<file path="src/rtl/rst_seq_pkg.sv">
// Shared types and defaults for the multi-stage reset sequencer.
// State encoding, default timing constants and counter-width helper.
package rst_seq_pkg;

    typedef enum logic [1:0] {
        HOLD = 2'd0,
        WAIT = 2'd1,
        RUN  = 2'd2
    } state_t;

    localparam int unsigned DEF_STAGE_DELAY = 10000;
    localparam int unsigned DEF_SIM_DELAY   = 10;
    localparam int unsigned DEF_HOLD_CYCLES = 16;
    localparam int unsigned DEF_WDT_TIMEOUT = 1000000;

    function automatic int unsigned cnt_w(input int unsigned max);
        return (max < 1) ? 1 : $clog2(max + 1);
    endfunction

endpackage

</file>
<file path="src/rtl/rst_sync.sv">
// Reset synchronizer: asynchronous assert, two-flop synchronous release.
// Output is low while i_rst_n is low and for two clocks after it rises.
module rst_sync (
    input  logic i_clk,
    input  logic i_rst_n,
    output logic o_rst_n
);

    logic [1:0] r_sync;

    always_ff @(posedge i_clk or negedge i_rst_n) begin
        if (!i_rst_n) begin
            r_sync <= 2'b00;
        end else begin
            r_sync <= {r_sync[0], 1'b1};
        end
    end

    assign o_rst_n = r_sync[1];

endmodule

</file>
<file path="src/rtl/rst_seq_ctrl.sv">
// Multi-stage reset sequencer: ordered, evenly spaced per-subsystem release.
// Optional watchdog re-sequencing is built when RST_SEQ_WDT_EN is defined.
module rst_seq_ctrl
    import rst_seq_pkg::*;
#(
    parameter bit          SIMULATION  = 1'b0,
    parameter int unsigned NUM_STAGES  = 4,
    parameter int unsigned STAGE_DELAY = DEF_STAGE_DELAY,
    parameter int unsigned SIM_DELAY   = DEF_SIM_DELAY,
    parameter int unsigned HOLD_CYCLES = DEF_HOLD_CYCLES,
    parameter int unsigned WDT_TIMEOUT = DEF_WDT_TIMEOUT
) (
    input  logic                          clk,
    input  logic                          rst_n,
    input  logic                          soft_req,
    output logic                          soft_ack,
    input  logic                          wdt_kick,
    output logic [NUM_STAGES-1:0]         stage_rst_n,
    output logic [$clog2(NUM_STAGES)-1:0] stage_idx,
    output logic                          busy,
    output logic                          all_ready,
    output logic                          wdt_fired
);

    localparam int unsigned DLY = SIMULATION ? SIM_DELAY : STAGE_DELAY;
    localparam int unsigned IW  = $clog2(NUM_STAGES);
    localparam int unsigned HW  = cnt_w(HOLD_CYCLES);
    localparam int unsigned DW  = cnt_w(DLY);

    localparam logic [HW-1:0] HOLD_LAST = HW'(HOLD_CYCLES - 1);
    localparam logic [HW-1:0] HOLD_MAX  = HW'(HOLD_CYCLES);
    localparam logic [DW-1:0] DLY_LAST  = DW'(DLY - 1);
    localparam logic [DW-1:0] DLY_MAX   = DW'(DLY);
    localparam logic [IW-1:0] IDX_LAST  = IW'(NUM_STAGES - 1);

    logic                  w_rst_n;
    logic                  w_wdt_hit;
    logic [NUM_STAGES-1:0] w_rel_mask;

    state_t                r_state;
    logic [NUM_STAGES-1:0] r_stage_rst_n;
    logic [IW-1:0]         r_idx;
    logic                  r_busy;
    logic                  r_all_ready;
    logic                  r_soft_ack;
    logic [HW-1:0]         r_hold_cnt;
    logic [DW-1:0]         r_dly_cnt;

    rst_sync u_rst_sync (
        .i_clk   (clk),
        .i_rst_n (rst_n),
        .o_rst_n (w_rst_n)
    );

    assign w_rel_mask = NUM_STAGES'(1) << r_idx;

`ifdef RST_SEQ_WDT_EN
    localparam int unsigned WW = cnt_w(WDT_TIMEOUT);
    localparam logic [WW-1:0] WDT_LAST = WW'(WDT_TIMEOUT - 1);
    localparam logic [WW-1:0] WDT_MAX  = WW'(WDT_TIMEOUT);

    logic [WW-1:0] r_wdt_cnt;
    logic          r_wdt_fired;

    // A kick on the timeout edge still counts as service.
    assign w_wdt_hit = (r_wdt_cnt == WDT_LAST) && !wdt_kick;
    assign wdt_fired = r_wdt_fired;
`else
    logic w_unused_kick;

    assign w_unused_kick = wdt_kick;
    assign w_wdt_hit     = 1'b0;
    assign wdt_fired     = 1'b0;
`endif

    always_ff @(posedge clk or negedge w_rst_n) begin
        if (!w_rst_n) begin
            r_state       <= HOLD;
            r_stage_rst_n <= '0;
            r_idx         <= '0;
            r_busy        <= 1'b1;
            r_all_ready   <= 1'b0;
            r_soft_ack    <= 1'b0;
            r_hold_cnt    <= '0;
            r_dly_cnt     <= '0;
`ifdef RST_SEQ_WDT_EN
            r_wdt_cnt     <= '0;
            r_wdt_fired   <= 1'b0;
`endif
        end else begin
            r_soft_ack <= 1'b0;
`ifdef RST_SEQ_WDT_EN
            r_wdt_fired <= 1'b0;
`endif
            unique case (r_state)
                HOLD: begin
                    if (soft_req) begin
                        r_hold_cnt <= '0;
                    end else if (r_hold_cnt == HOLD_LAST) begin
                        r_hold_cnt    <= '0;
                        r_dly_cnt     <= '0;
                        r_stage_rst_n <= NUM_STAGES'(1);
                        r_idx         <= IW'(1);
                        r_state       <= WAIT;
                    end else if (r_hold_cnt != HOLD_MAX) begin
                        r_hold_cnt <= r_hold_cnt + 1'b1;
                    end
                end
                WAIT: begin
                    if (r_dly_cnt == DLY_LAST) begin
                        r_dly_cnt     <= '0;
                        r_stage_rst_n <= r_stage_rst_n | w_rel_mask;
                        if (r_idx == IDX_LAST) begin
                            r_state     <= RUN;
                            r_all_ready <= 1'b1;
                            r_busy      <= 1'b0;
                            r_idx       <= '0;
`ifdef RST_SEQ_WDT_EN
                            r_wdt_cnt   <= '0;
`endif
                        end else begin
                            r_idx <= r_idx + 1'b1;
                        end
                    end else if (r_dly_cnt != DLY_MAX) begin
                        r_dly_cnt <= r_dly_cnt + 1'b1;
                    end
                end
                RUN: begin
`ifdef RST_SEQ_WDT_EN
                    if (wdt_kick) begin
                        r_wdt_cnt <= '0;
                    end else if (r_wdt_cnt != WDT_MAX) begin
                        r_wdt_cnt <= r_wdt_cnt + 1'b1;
                    end
`endif
                    // A soft request takes priority over a coincident timeout.
                    if (soft_req || w_wdt_hit) begin
                        r_soft_ack    <= soft_req;
`ifdef RST_SEQ_WDT_EN
                        r_wdt_fired   <= !soft_req;
`endif
                        r_stage_rst_n <= '0;
                        r_busy        <= 1'b1;
                        r_all_ready   <= 1'b0;
                        r_hold_cnt    <= '0;
                        r_state       <= HOLD;
                    end
                end
                default: begin
                    r_state <= HOLD;
                end
            endcase
        end
    end

    assign stage_rst_n = r_stage_rst_n;
    assign stage_idx   = r_idx;
    assign busy        = r_busy;
    assign all_ready   = r_all_ready;
    assign soft_ack    = r_soft_ack;

endmodule

</file>
<file path="config.mk">
export PLATFORM = sky130hd
export DESIGN_NAME = rst_seq_ctrl
export DESIGN_NICKNAME = d
export VERILOG_FILES = /design/src/rtl/rst_seq_pkg.sv /design/src/rtl/rst_sync.sv /design/src/rtl/rst_seq_ctrl.sv
export SDC_FILE = /design/constraint.sdc
export NUM_CORES = 1
export LEC_CHECK = 0
export ABC_AREA = 1
export BUFFER_PORTS_ARGS = -buffer_cell sky130_fd_sc_hd__clkbuf_2
export CAP_MARGIN = 30
export CORE_ASPECT_RATIO = 0.9
export CORE_MARGIN = 2
export CORE_UTILIZATION = 45
export CTS_CLUSTER_DIAMETER = 30
export DETAILED_ROUTE_END_ITERATION = 16
export MAX_ROUTING_LAYER = met4
export PLACE_DENSITY_LB_ADDON = 0.05
export SKIP_CTS_REPAIR_TIMING = 1
export SYNTH_ARGS = -nofsm -noshare
export SYNTH_HDL_FRONTEND = slang
export SYNTH_HIERARCHICAL = 1
export SYNTH_SLANG_ARGS = --single-unit
</file>
<file path="constraint.sdc">
create_clock -name clk -period 2.7 [get_ports clk]
set_input_delay 0.135 -clock clk [delete_from_list [all_inputs] [get_ports clk]]
set_output_delay 0.135 -clock clk [all_outputs]
set_load 0.02 [all_outputs]
</file>
# Word level (Yosys, flattened, before mapping)

Index checks and enable logic that the tools add are counted.

Flip-flop bits (word level): 32
Bits of input ports: 4
Output and inout bits: 10
Word-level logic and storage cells: 73

$add $sub $neg: 3
Equality and inequality tests: 14
Shifts and indexed selects: 1
Multiplexer cells: 34
Bitwise operators: 1
Reduce and logical (&&, ||, !) cells: 11

Operators by type and width:

| cell                  | number |
|---|---|
| $mux 14               | 4 |
| $pmux 14 s2           | 1 |
| $mux 5                | 4 |
| $mux 4                | 4 |
| $add 14x1->14 const B | 1 |
| $eq 14x14->1 const B  | 1 |
| $mux 2                | 7 |
| $ne 14x14->1 const B  | 1 |
| $pmux 4 s3            | 1 |
| $reduce_and 4->1      | 3 |
| $ne 2x2->1 const B    | 5 |
| $pmux 5 s2            | 1 |
| $reduce_and 5->1      | 2 |
| $mux 1                | 8 |
| $pmux 2 s3            | 1 |
| $reduce_bool 2->1     | 3 |
| $add 5x1->5 const B   | 1 |
| $eq 5x4->1 const B    | 1 |
| $ne 5x5->1 const B    | 1 |
| $eq 2x2->1 const B    | 2 |
| $ne 4x4->1 const B    | 1 |
| $or 4x4->4            | 1 |
| $pmux 1 s2            | 2 |
| $pmux 2 s2            | 1 |
| other kinds (7)       | 7 |

# Longest topological paths before layout

Gate-level depths: netlist of run 1.

Depth after elaboration: 5
Mapped depth: 12
Depth with buffers taken out: 11

# By module

The synthesis of run 1 kept the hierarchy.

Modules (own cells, without submodules):

| module       | instances | cells each | area each (µm²) | seq. area each (µm²) |
|---|---|---|---|---|
| rst_seq_ctrl | 1         | 287        | 2048.2          | 752.0 |
| rst_sync     | 1         | 3          | 53.8            | 50.0 |

# Least setup slack after synthesis of run 1

No wires, ideal clock.

Path kind: register to register
Start point: register r_state[0]
End point: register r_stage_rst_n[2], in the netlist stage_rst_n[2]
Setup time: 0.065 ns
Arrival: 1.384 ns
Required time: 2.635 ns
Path slack: 1.251 ns
Cell stages (with the launch flop): 9
Path buffers: 0
Period minus slack after synthesis: 1.449 ns
Path through: dfrtp_1 -> inv_1 -> ha_1 -> inv_1 -> nor2_1 -> clkinv_1 -> nand3_1 -> nand2_1 -> nand2_1

Word-level cells in the longest chain between the ends: 3
Elaborated cells on any way between the ends: 10
Those cells by class: 6 x eq/ne; 1 x mux; 3 x reduce/logical

Ends and longest elaborated chain:

| item                                                             | RTL line            | RTL |
|---|---|---|
| start: declaration                                               | rst_seq_ctrl.sv:40  | `state_t r_state;` |
| start signal: assignment                                         | rst_seq_ctrl.sv:78  | `r_state <= HOLD;` |
| start signal: assignment                                         | rst_seq_ctrl.sv:104 | `r_state <= WAIT;` |
| start signal: assignment                                         | rst_seq_ctrl.sv:114 | `r_state <= RUN;` |
| $eq 2x1->1 (tied with other cells)                               | rst_seq_ctrl.sv:95  | `unique case (r_state)` |
| $ne 2x2->1 (no line) / $reduce_bool 3->1 (equally long branches) | -                   |  |
| $reduce_and 5->1 (no line)                                       | -                   |  |
| end signal: assignment                                           | rst_seq_ctrl.sv:112 | `r_stage_rst_n <= r_stage_rst_n \| w_rel_mask;` |
| end: declaration                                                 | rst_seq_ctrl.sv:41  | `logic [NUM_STAGES-1:0] r_stage_rst_n;` |

Parallel ways exist; a longest one is shown, timed or not.
A chain may end at the register's enable or synchronous reset.

# Worst setup path in the final report of run 1

Start point: register r_state[1]
End point: register r_all_ready, in the netlist all_ready

Word-level cells in the longest chain between the ends: 3
Elaborated cells on any way between the ends: 8
Those cells by class: 5 x eq/ne; 1 x mux; 2 x reduce/logical

Ends and longest elaborated chain:

| item                                                             | RTL line            | RTL |
|---|---|---|
| $eq 2x1->1 / $eq 2x2->1 (equally long branches)                  | rst_seq_ctrl.sv:95  |  |
| $ne 2x2->1 (no line) / $reduce_bool 2->1 (equally long branches) | -                   |  |
| $reduce_and 4->1 (no line)                                       | -                   |  |
| end signal: assignment                                           | rst_seq_ctrl.sv:82  | `r_all_ready <= 1'b0;` |
| end signal: assignment                                           | rst_seq_ctrl.sv:115 | `r_all_ready <= 1'b1;` |
| end signal: assignment                                           | rst_seq_ctrl.sv:144 | `r_all_ready <= 1'b0;` |
| end: declaration                                                 | rst_seq_ctrl.sv:44  | `logic r_all_ready;` |

Parallel ways exist; a longest one is shown, timed or not.

==> impl.org, run 1 <==
** Floorplan
- Ports :: 14
- Row generation in the floorplan step produced 23 rows.
- The floorplan step set the die height to 68.8 um.
- Once the floorplan was initialized, standard cells occupied 47.1% of the core.
- Measured along the x axis, the die boundary spans 76.0 um.
- Total die area :: 5230 sq um
- After floorplanning, the core was sized to cover 4460 sq um.

** Synth
- Counting every instance in the synthesized netlist gives 290.
- Sequential area share after synthesis :: 38.2%
- Count of cell types in the netlist :: 30
- Register bit total from synthesis :: 32
- Synth cell count leaders :: 101 x nand2_1, 44 x nor2_1, 31 x dfrtp_1, 26 x inv_1, 16 x nand3_1
- Cell taking the most area after synthesis :: dfrtp_1
- Summed instance area of the synthesized netlist :: 2100 sq um
- Counting flops with a built-in enable in the synthesized netlist gives 0.
- When the netlist entered floorplanning its net count stood at 306.
- Most repeated cell in the gate-level netlist after synthesis :: nand2_1
- Post-synthesis async set-or-reset flop share :: 100%
- Post-synth top area share :: 36.9%
- Yosys printed 6 warnings.
- Average instance area after synthesis :: 7.25 sq um
- After synthesis, the cell types taking the most area are dfrtp_1 37%, nand2_1 18%, nor2_1 7.9%, ha_1 7.1%, inv_1 4.6%.
- Dominant register cell in the synthesized netlist :: dfrtp_1

** Layout
- After the last flow step, the layout net total stands at 320.
- From synthesis to final layout, the design area changed by 8.51%.
- Number of diodes :: 0
- Fin cells :: 367
- The post-route netlist has 11.5% of its cells at a drive strength greater than 1.
- Count of filler cells inserted in the layout :: 487

** STA
- In the final timing run, aggregate negative setup slack is 0 ns.
- Final Setup Violations :: 0
- For the pin with the worst max-slew slack, the measured transition is 0.836 ns.
- Minimum clock period after layout :: 1.87 ns
- The tightest hold path in the finished design has a slack of 0.106 ns.
- The number of failing hold endpoints at the final stage is 0.
- Fmax :: 0.535 GHz
- In the post-route analysis, the smallest setup slack over all paths is 0.832 ns.
- Setup repair after global routing left no endpoint under its margin.
- Period utilisation layout :: 69.2%
- Final Max Tran Viols :: 0
- Setup Skew :: 0.00633 ns
- Measured against its own limit, the worst slew margin works out to 44.2%.

** Route
- For this run, the detailed router's first-pass iteration total came to 4.
- Remaining antenna violation count :: 0
- For this block, the routed nets add up to 4150 um of wire.
- Total vias in the final route :: 1752
- Dividing the detail-routed via count by the number of cells gives 4.77.
- After detailed routing, the average wire length per cell comes to 11.3 um.
- DRC errors left :: 0
- The first routing iteration left 43 violations.

** Clocking
- Clock Latency Late Sink :: 0.28 ns
- In this run the deepest clock path goes through 2 buffers.
- Clock-pin transition on the worst setup and hold timing paths :: 0.07 ns
- Total number of clock tree sinks :: 32
- The H-tree was split into 2 levels.
- CTS tree :: done
- CTS Root Cell :: clkbuf_8
- Counting the buffers created by CTS gives 5.

** Placed design
- At the end of routability-driven placement, the weighted congestion stood at 0.829.
- Detail Placement HPWL :: 3020 um
- Prior to clock tree synthesis, the placed netlist has a worst setup slack of 0.845 ns.
- Cell count after placement :: 358
- Input and output buffers added on the ports amount to 11.

** Global routing
- Remaining global-route overflow :: 0
- The first global-routing pass estimated 7480 um of wire.
- The initial antenna violation count came to 0.
- The via count of the first global-routing pass is 1593.
- Total track usage :: 18.7%
- Entering global routing, the biggest net connects 21 pins.

** Run status
- The flow ran to the end, and the final reports show no timing, DRC or antenna violations.

** Worst hold path
- Hold Crit Class :: in -> reg

** Flow run
- Across the run, the number of max-cap violations was 0.

** Critical path
- The critical path is of the reg -> reg type.
- Critical path capture point type :: flop
- The worst setup path is launched from a flop.
- The largest single stage delay on the critical path is 0.41 ns.
- Critical path's slowest cell :: inv_1
- WP data required :: 2.87 ns
- Maximum net fanout on the critical path :: 13
- Ordered list of cells on the worst path :: inv_1 > ha_1 > inv_1 > nor2_1 > nor2_1 > nand3_1 > nand2_1 > nand2_1
- At the worst endpoint, the arrival time is 2.04 ns.

** Pwr
- Peak supply drop :: 0.434 mV
- Leak Pwr :: 1.15 nW
- Pwr per Cell Area :: 871 nW/um^2
==> cells in the final DEF (no fill, tap or decap), types with 2 or more instances in the layout <==
cell type and instances:
a21oi_1 3, nand2_2 4, nor2_1 44, o21ai_0 4
nand3_2 2, conb_1 2, clkbuf_8 7, nor2_2 2
nand2_1 101, nand4_1 14, dfrtp_1 31, clkbuf_2 11
nor2_4 2, ha_1 12, xor2_1 5, nor3_1 5
nand2_4 2, o21ai_1 2, nand3_1 16, inv_1 26
inv_2 2
==> state kept, by name, indices dropped and copies added, names as in the netlist <==
signal,flops
r_dly_cnt,14
u_rst_sync/r_sync,2
busy,1
all_ready,1
stage_idx,2
soft_ack,1
stage_rst_n,4
r_hold_cnt,5
r_state,2
==> layout make-up <==
type / count / area, sq um / share of cell area [%]
inverters: 29 / 109 / 4.77
clock buffers: 8 / 100 / 4.39
multi-input cells: 223 / 1120 / 49.1
flip-flops and latches: 32 / 802 / 35.2
repair buffers: 13 / 72.6 / 3.18
well taps: 62 / 77.6 / 3.40
==> layer usage <==
metal	vias to the layer above	track usage, %	routed length, um
met1	781	25.6	2230
met3	2	3.91	161
met2	29	28.2	1730
met4	0	5.45	26
met5	-	-	0
li1	940	-	-
==> path summary, 6_finish.rpt <==
kind / from / end / depth (start not counted) / slack [ns]
max: r_state[1] / all_ready / 8 / 0.83
min: soft_req / soft_ack / 3 / 0.11
max reg2reg: r_state[1] / all_ready / 8 / 0.83
min reg2reg: u_rst_sync/r_sync[1] / r_dly_cnt[8] / 0 / 0.35
max in group asynchronous: u_rst_sync/r_sync[1] / r_dly_cnt[1] / 1 / 1.68
min in group asynchronous: rst_n / u_rst_sync/r_sync[1] / 2 / 0.17
==> stage by stage <==
stage	util (%)	power (W)	cell area, sq um
5_1_grt	51.1	0.00219	2280
6_report	51.1	0.00199	2280
3_5_place_dp	48.7	0.00160	2170
2_1_floorplan	-	0.00145	2100
3_3_place_gp	48.7	0.00159	2170
4_1_cts	50.9	0.00202	2270
==> cells by family (layout without fill, tap and decap cells) <==
| family | Yosys count | after routing | share of synthesized area [%] |
|---|---|---|---|
| adder cells (fa/ha/maj) | 12 | 12 | 7.14 |
| AND/OR/NAND/NOR | 194 | 194 | 41.2 |
| AO/OA/AOI/OAI | 10 | 10 | 2.50 |
| XOR/XNOR | 5 | 5 | 2.08 |
| buffers and inverters | 35 | 50 | 8.57 |
| other | 2 | 2 | 0.357 |
| flip-flops | 32 | 32 | 38.2 |
==> critical path: cells and delay by family (launching register included) <==
kind / cells / cell delay [ns]
buf+inv: 2 / 0.50
simple gates: 5 / 0.56
flops: 1 / 0.38
fa+ha+maj: 1 / 0.33
==> report_power, final <==
group | switching, W | internal (W) | total (W)
Combinational | 0.000631 | 0.000279 | 0.000910
Sequential | 0.0000922 | 0.000579 | 0.000671
Clock | 0.000174 | 0.000233 | 0.000407
(Power assumes the default switching activity.)
==> inputs of run 2 (changes only) <==
- clock period: 2.7 -> 1.9 ns (I/O delays scaled with it)
==> run 2 against run 1 <==
Register-to-register slack got worse by 0.65 ns. First-iteration DRC count increased by 140%. Clock-buffer cell count decreased by 2. Wire length about the same. Global-route usage about the same. Critical path type unchanged. Largest cell class unchanged. Highest routed layer unchanged.
==> impl.org, run 2 (synthesis results as in run 1) <==
** Route
- Count of TritonRoute iterations in the first routing pass :: 4
- The count of nets left with antenna violations once routing finished came out at 0.
- The routed design has 4140 um of wire.
- DRC errors left :: 0
- Dividing the detail-routed wire length by the instance count gives 11.2 um.
- The final route contains 1719 vias.
- Using the TritonRoute via totals, the vias-per-cell ratio works out to 4.65.
- DRT iter0 DRCs :: 102

** Floorplan
- Ports :: 14
- The floorplan step set the die height to 68.8 um.
- The total area inside the core boundary comes to 4460 sq um.
- Die outline width :: 76.0 um
- The floorplan step defined a die boundary enclosing 5230 sq um.
- For this configuration, the core starts out at a cell density of 47.1%.
- Number of placement rows :: 23

** STA
- Final Setup Violations :: 0
- Timing would allow up to 0.581 GHz.
- Final Max Tran Viols :: 0
- Setup total negative slack :: 0 ns
- The routed design could run at a clock period as short as 1.72 ns.
- On the final layout, the worst hold slack is 0.0643 ns.
- Unrepaired setup endpoints after global routing :: no
- The number of failing hold endpoints at the final stage is 0.
- Setup Skew :: 0.00501 ns
- Period utilisation layout :: 90.6%

** Pwr
- Peak supply drop :: 0.657 mV
- Leak Pwr :: 1.17 nW
- Pwr per Cell Area :: 1280 nW/um^2

** Layout
- Commonest non-fill, non-tap cell in the layout :: nand2_1
- The register with the most flip-flops in the layout has 14 of them.
- Counting flops per register, the top entry is r_dly_cnt.
- Commonest non-fill, non-tap cells in the layout :: 101 x nand2_1, 44 x nor2_1, 31 x dfrtp_1, 26 x inv_1, 16 x nand3_1
- Share of layout cells above drive strength 1 :: 13.0%
- Number of diodes :: 0
- For this run, the post-layout net count is 323.
- From synthesis to final layout, the design area changed by 10.7%.

** Worst hold path
- Hold Crit Class :: in -> reg
- The worst hold path begins at soft_req.

** Run status
- The run finished with clean final reports.

** Placed design
- The congestion estimate from routability-driven global placement came to 0.829.
- Port buffer count :: 11
- Detailed placement finished with a half-perimeter wire length of 2870 um.

** Global routing
- First-pass GRT wire length :: 7390 um
- After global routing the overflow that remains totals 0.
- The via count of the first global-routing pass came to 1591.
- Initial antenna violation count :: 0
- In the global route stage, overall resource usage came out at 18.6%.
- Maximum number of pins on one net before global-route repair :: 31

** Clocking
- Clock-pin transition on the worst setup and hold timing paths :: 0.07 ns
- The longest clock path from root to sink contains 2 buffers.
- TritonCTS Buffers :: 5
- Total number of clock tree sinks :: 32
- Clock latency on the worst-skew pair, taken at its later pin, is 0.28 ns.
- Clock tree synthesis selected as its root buffer the cell clkbuf_8.
- CTS tree :: done
- CTS built an H-tree with a depth of 2.

** Critical path
- The critical path starts at r_dly_cnt[0].
- RR Startpoint :: r_dly_cnt[0]
- STA puts the critical path data arrival time at 1.89 ns.
- WP data required :: 2.07 ns
- Critical path capture point type :: flop
- Maximum net fanout on the critical path :: 18
- Element type at the critical path start :: flop
- The critical path in this run is classified as reg -> reg.

** Flow run
- Across the run, the number of max-cap violations was 0.
==> run 2: changes by cell type in the layout (fill, tap and decap cells not counted) <==
cell and change:
buf_4 +2, clkbuf_8 -2, buf_12 +1, bufinv_16 +1
clkinv_1 -1, clkinv_2 +1, ha_1 -1, ha_2 +1
inv_2 +1
==> run 2: critical path: stages, from the launching register on <==
cell	delay, ns
dfrtp_1	0.41
ha_2	0.26
nand2_2	0.08
inv_2	0.06
nand2_1	0.04
nor2_1	0.11
nand2_2	0.10
nand2_4	0.19
nand3_1	0.19
nand2_1	0.10
nand2_1	0.05
==> run 2: layer usage <==
| layer | global-route usage [%] | wire length (um) |
|---|---|---|
| met1 | 25.1 | 2360 |
| met2 | 27.5 | 1620 |
| met3 | 4.30 | 131 |
| met4 | 7.50 | 34 |
| met5 | - | 0 |
==> run 2: final cells by class <==
cell class                      instances  area (sq um)
Multi-Input combinational cell        223          1120
Fill cell                             443          2130
Clock inverter                          2          35.0
Tap cell                               62          77.6
Sequential cell                        32           802
Inverter                               29           109
Timing Repair Buffer                   16           108
Clock buffer                            6          72.6
==> run 2: path summary, 6_finish.rpt <==
kind                       slack [ns]  cells after the start                   end
min                              0.06                      3              soft_ack
min in group asynchronous        0.12                      2  u_rst_sync/r_sync[0]
min reg2reg                      0.25                      1         r_dly_cnt[12]
max                              0.18                     10        stage_rst_n[0]
max reg2reg                      0.18                     10        stage_rst_n[0]
max in group asynchronous        1.32                      1                  busy
==> run 2: per-stage QoR <==
step | area, sq um | util (%) | setup slack (ns) | std cells | power [W]
6_report | 2330 | 52.1 | 0.179 | 370 | 0.00299
3_3_place_gp | 2190 | 49.0 | 0.181 | 360 | 0.00229
2_1_floorplan | 2100 | - | 0.451 | 290 | 0.00207
4_1_cts | 2290 | 51.4 | 0.132 | 368 | 0.00296
5_1_grt | 2330 | 52.1 | 0.0186 | 370 | 0.00325
3_5_place_dp | 2190 | 49.0 | 0.163 | 360 | 0.00230
==> run 2: power breakdown <==
part | leakage [nW] | switching (W) | internal [W]
Sequential | 0.426 | 0.000120 | 0.000823
Combinational | 0.688 | 0.000931 | 0.000472
Clock | 0.0552 | 0.000251 | 0.000389
Total | 1.17 | 0.00130 | 0.00168
==> inputs of run 3 (changes only) <==
- BUFFER_PORTS_ARGS: -buffer_cell sky130_fd_sc_hd__clkbuf_2 -> default
- DONT_BUFFER_PORTS: default -> 1
==> run 3 against run 2 <==
Sequential share of layout area grew 0.64 points. Design area down 1.8%. Via count is 0.52% higher. Flip-flop and latch count stayed put. Register-to-register slack about the same. Power decreased by 6.0%. Sequential power increased by 10%. Hold slack got worse by 0.027 ns. Non-clock buffer count decreased by 9. First-iteration DRC count decreased by 24%. Maximum frequency rose by 0.13%. Highest routed layer unchanged.
==> impl.org, run 3 (synthesis results as in run 1) <==
** Run status
- Status :: complete, no violations

** Floorplan
- The die covers 5230 sq um.
- Measured along the x axis, the die boundary spans 76.0 um.
- In this run the vertical extent of the chip is 68.8 um.
- Core area :: 4460 sq um
- Number of placement rows :: 23
- Ports :: 14
- Starting density of the core :: 47.1%

** Pwr
- Peak supply drop :: 0.669 mV
- Leak Pwr :: 1.12 nW
- Power spread over the standard cell area amounts to 1230 nW/um^2.
- Post-layout power :: 0.00281 W

** Layout
- The repair_antennas step left the layout with diodes totalling 0.
- Register ranked first by flip-flop count :: r_dly_cnt
- Commonest non-fill, non-tap cell in the layout :: nand2_1
- The final layout contains 314 nets.
- Share of layout cells above drive strength 1 :: 9.36%
- After the flow finishes, the layout carries non-filler instances totaling 361.
- The register with the most flip-flops in the layout has 14 of them.
- Commonest non-fill, non-tap cells in the layout :: 101 x nand2_1, 44 x nor2_1, 31 x dfrtp_1, 26 x inv_1, 16 x nand3_1
- Syn-to-layout area delta :: 8.63%
- Core Util, Final :: 51.2%

** Global routing
- Entering global routing, the biggest net connects 22 pins.
- First-pass GRT wire length :: 7550 um
- The initial antenna violation count came to 0.
- The via count of the first global-routing pass came to 1607.
- Global routing used 19.0% of the available tracks across all layers.
- Remaining global-route overflow :: 0

** Route
- Overall routed net length :: 4190 um
- Remaining antenna violation count :: 0
- For this run, design rule violations remaining after detail routing come to 0.
- For this block, the initial DRC count from the detailed router was 78.
- In the routed layout, each cell is associated on average with a via count of 4.79.
- Total vias in the final route :: 1728
- The first detailed-routing pass ran for 4 iterations.
- WL per Instance :: 11.6 um

** STA
- Final worst hold slack :: 0.0373 ns
- Period utilisation layout :: 90.4%
- Setup Skew :: 0.00408 ns
- Final Setup Violations :: 0
- The number of failing hold endpoints at the final stage is 0.
- Based on the critical path, the design can be clocked at up to 0.582 GHz.
- Minimum clock period after layout :: 1.72 ns
- Setup total negative slack :: 0 ns
- Setup repair after global routing left no endpoint under its margin.
- Final Max Tran Viols :: 0

** Critical path
- Element type at the critical path start :: flop
- Maximum net fanout on the critical path :: 18
- For the worst setup path, the data arrival time is 1.89 ns.
- STA puts the critical path data required time at 2.07 ns.
- STA classifies the critical path endpoint as a flop.
- The worst setup path is of the reg -> reg kind.

** Placed design
- Counting tap cells, the placed design contains a total of 350 instances.
- Input and output buffers added on the ports amount to 0.
- At the end of routability-driven placement, the weighted congestion stood at 0.891.
- Detail Placement HPWL :: 3050 um

** Clocking
- CTS Root Cell :: clkbuf_8
- TritonCTS Buffers :: 5
- Clock Latency Late Sink :: 0.28 ns
- Deepest level of the CTS H-tree :: 2
- Clock-pin slew was measured on the worst setup and hold paths at 0.07 ns.
- The clock passes through at most 2 buffers.
- Total number of clock tree sinks :: 32
- TritonCTS built the clock tree.

** Worst hold path
- Hold Crit Class :: in -> async

** Flow run
- Max-cap violations in this run came to 0.
[run 3: cell types whose count changed in the layout (fill, tap and decap cells not counted)]
cell	change
dlygate4sd3_1	+1
clkinv_1	+1
buf_12	+1
clkbuf_2	-11
clkbuf_1	+1
nand2_4	-1
inv_2	-1
bufinv_16	-1
nand2_8	+1
[run 3: cell type report]
cell class                 instances  area [sq um]
clock buffer                       7          76.3
clock inverter                     1          5.00
fill                             456          2180
inverter                          29           109
multi-input combinational        223          1130
sequential                        32           802
tap                               62          77.6
timing repair buffer               7          82.6
[run 3: worst paths after layout]
check / startpoint / end / slack (ns) / depth (start not counted)
max in group asynchronous: u_rst_sync/r_sync[1] / busy / 1.15 / 1
worst max register to register: r_dly_cnt[0] / stage_rst_n[3] / 0.18 / 10
min in group clk: soft_req / r_hold_cnt[3] / 0.08 / 3
worst min-delay path: rst_n / u_rst_sync/r_sync[0] / 0.04 / 1
worst min register to register: u_rst_sync/r_sync[1] / r_dly_cnt[13] / 0.19 / 0
worst max-delay path: r_dly_cnt[0] / stage_rst_n[3] / 0.18 / 10
[run 3: metal layers]
layer,vias to the layer above,wire length (um),GRT usage (%)
met5,-,0,-
li1,925,-,-
met3,4,149,4.43
met1,770,2300,25.2
met2,29,1700,29.5
met4,0,44,6.14
[run 3: where the power goes]
| group | total, W | internal (W) | switching [W] |
|---|---|---|---|
| Combinational | 0.00126 | 0.000443 | 0.000817 |
| Sequential | 0.00104 | 0.000822 | 0.000222 |
| Clock | 0.000502 | 0.000257 | 0.000245 |
[run 3: critical path, cell delays in order (launching register included)]
cell and delay, ns:
dfrtp_1 0.41, ha_2 0.26, nand2_2 0.08, inv_2 0.06, nand2_1 0.04, nor2_1 0.15
nand2_2 0.13, nand2_8 0.15, nand3_1 0.17, nand2_1 0.10, nand2_1 0.05
[run 3: metrics by stage]
step                      setup slack (ns)  instance area [sq um]
after CTS                            0.118                   2230
final                                0.182                   2280
after global placement               0.194                   2150
after floorplan                      0.451                   2100
after global routing                0.0338                   2280
after detailed placement             0.130                   2150
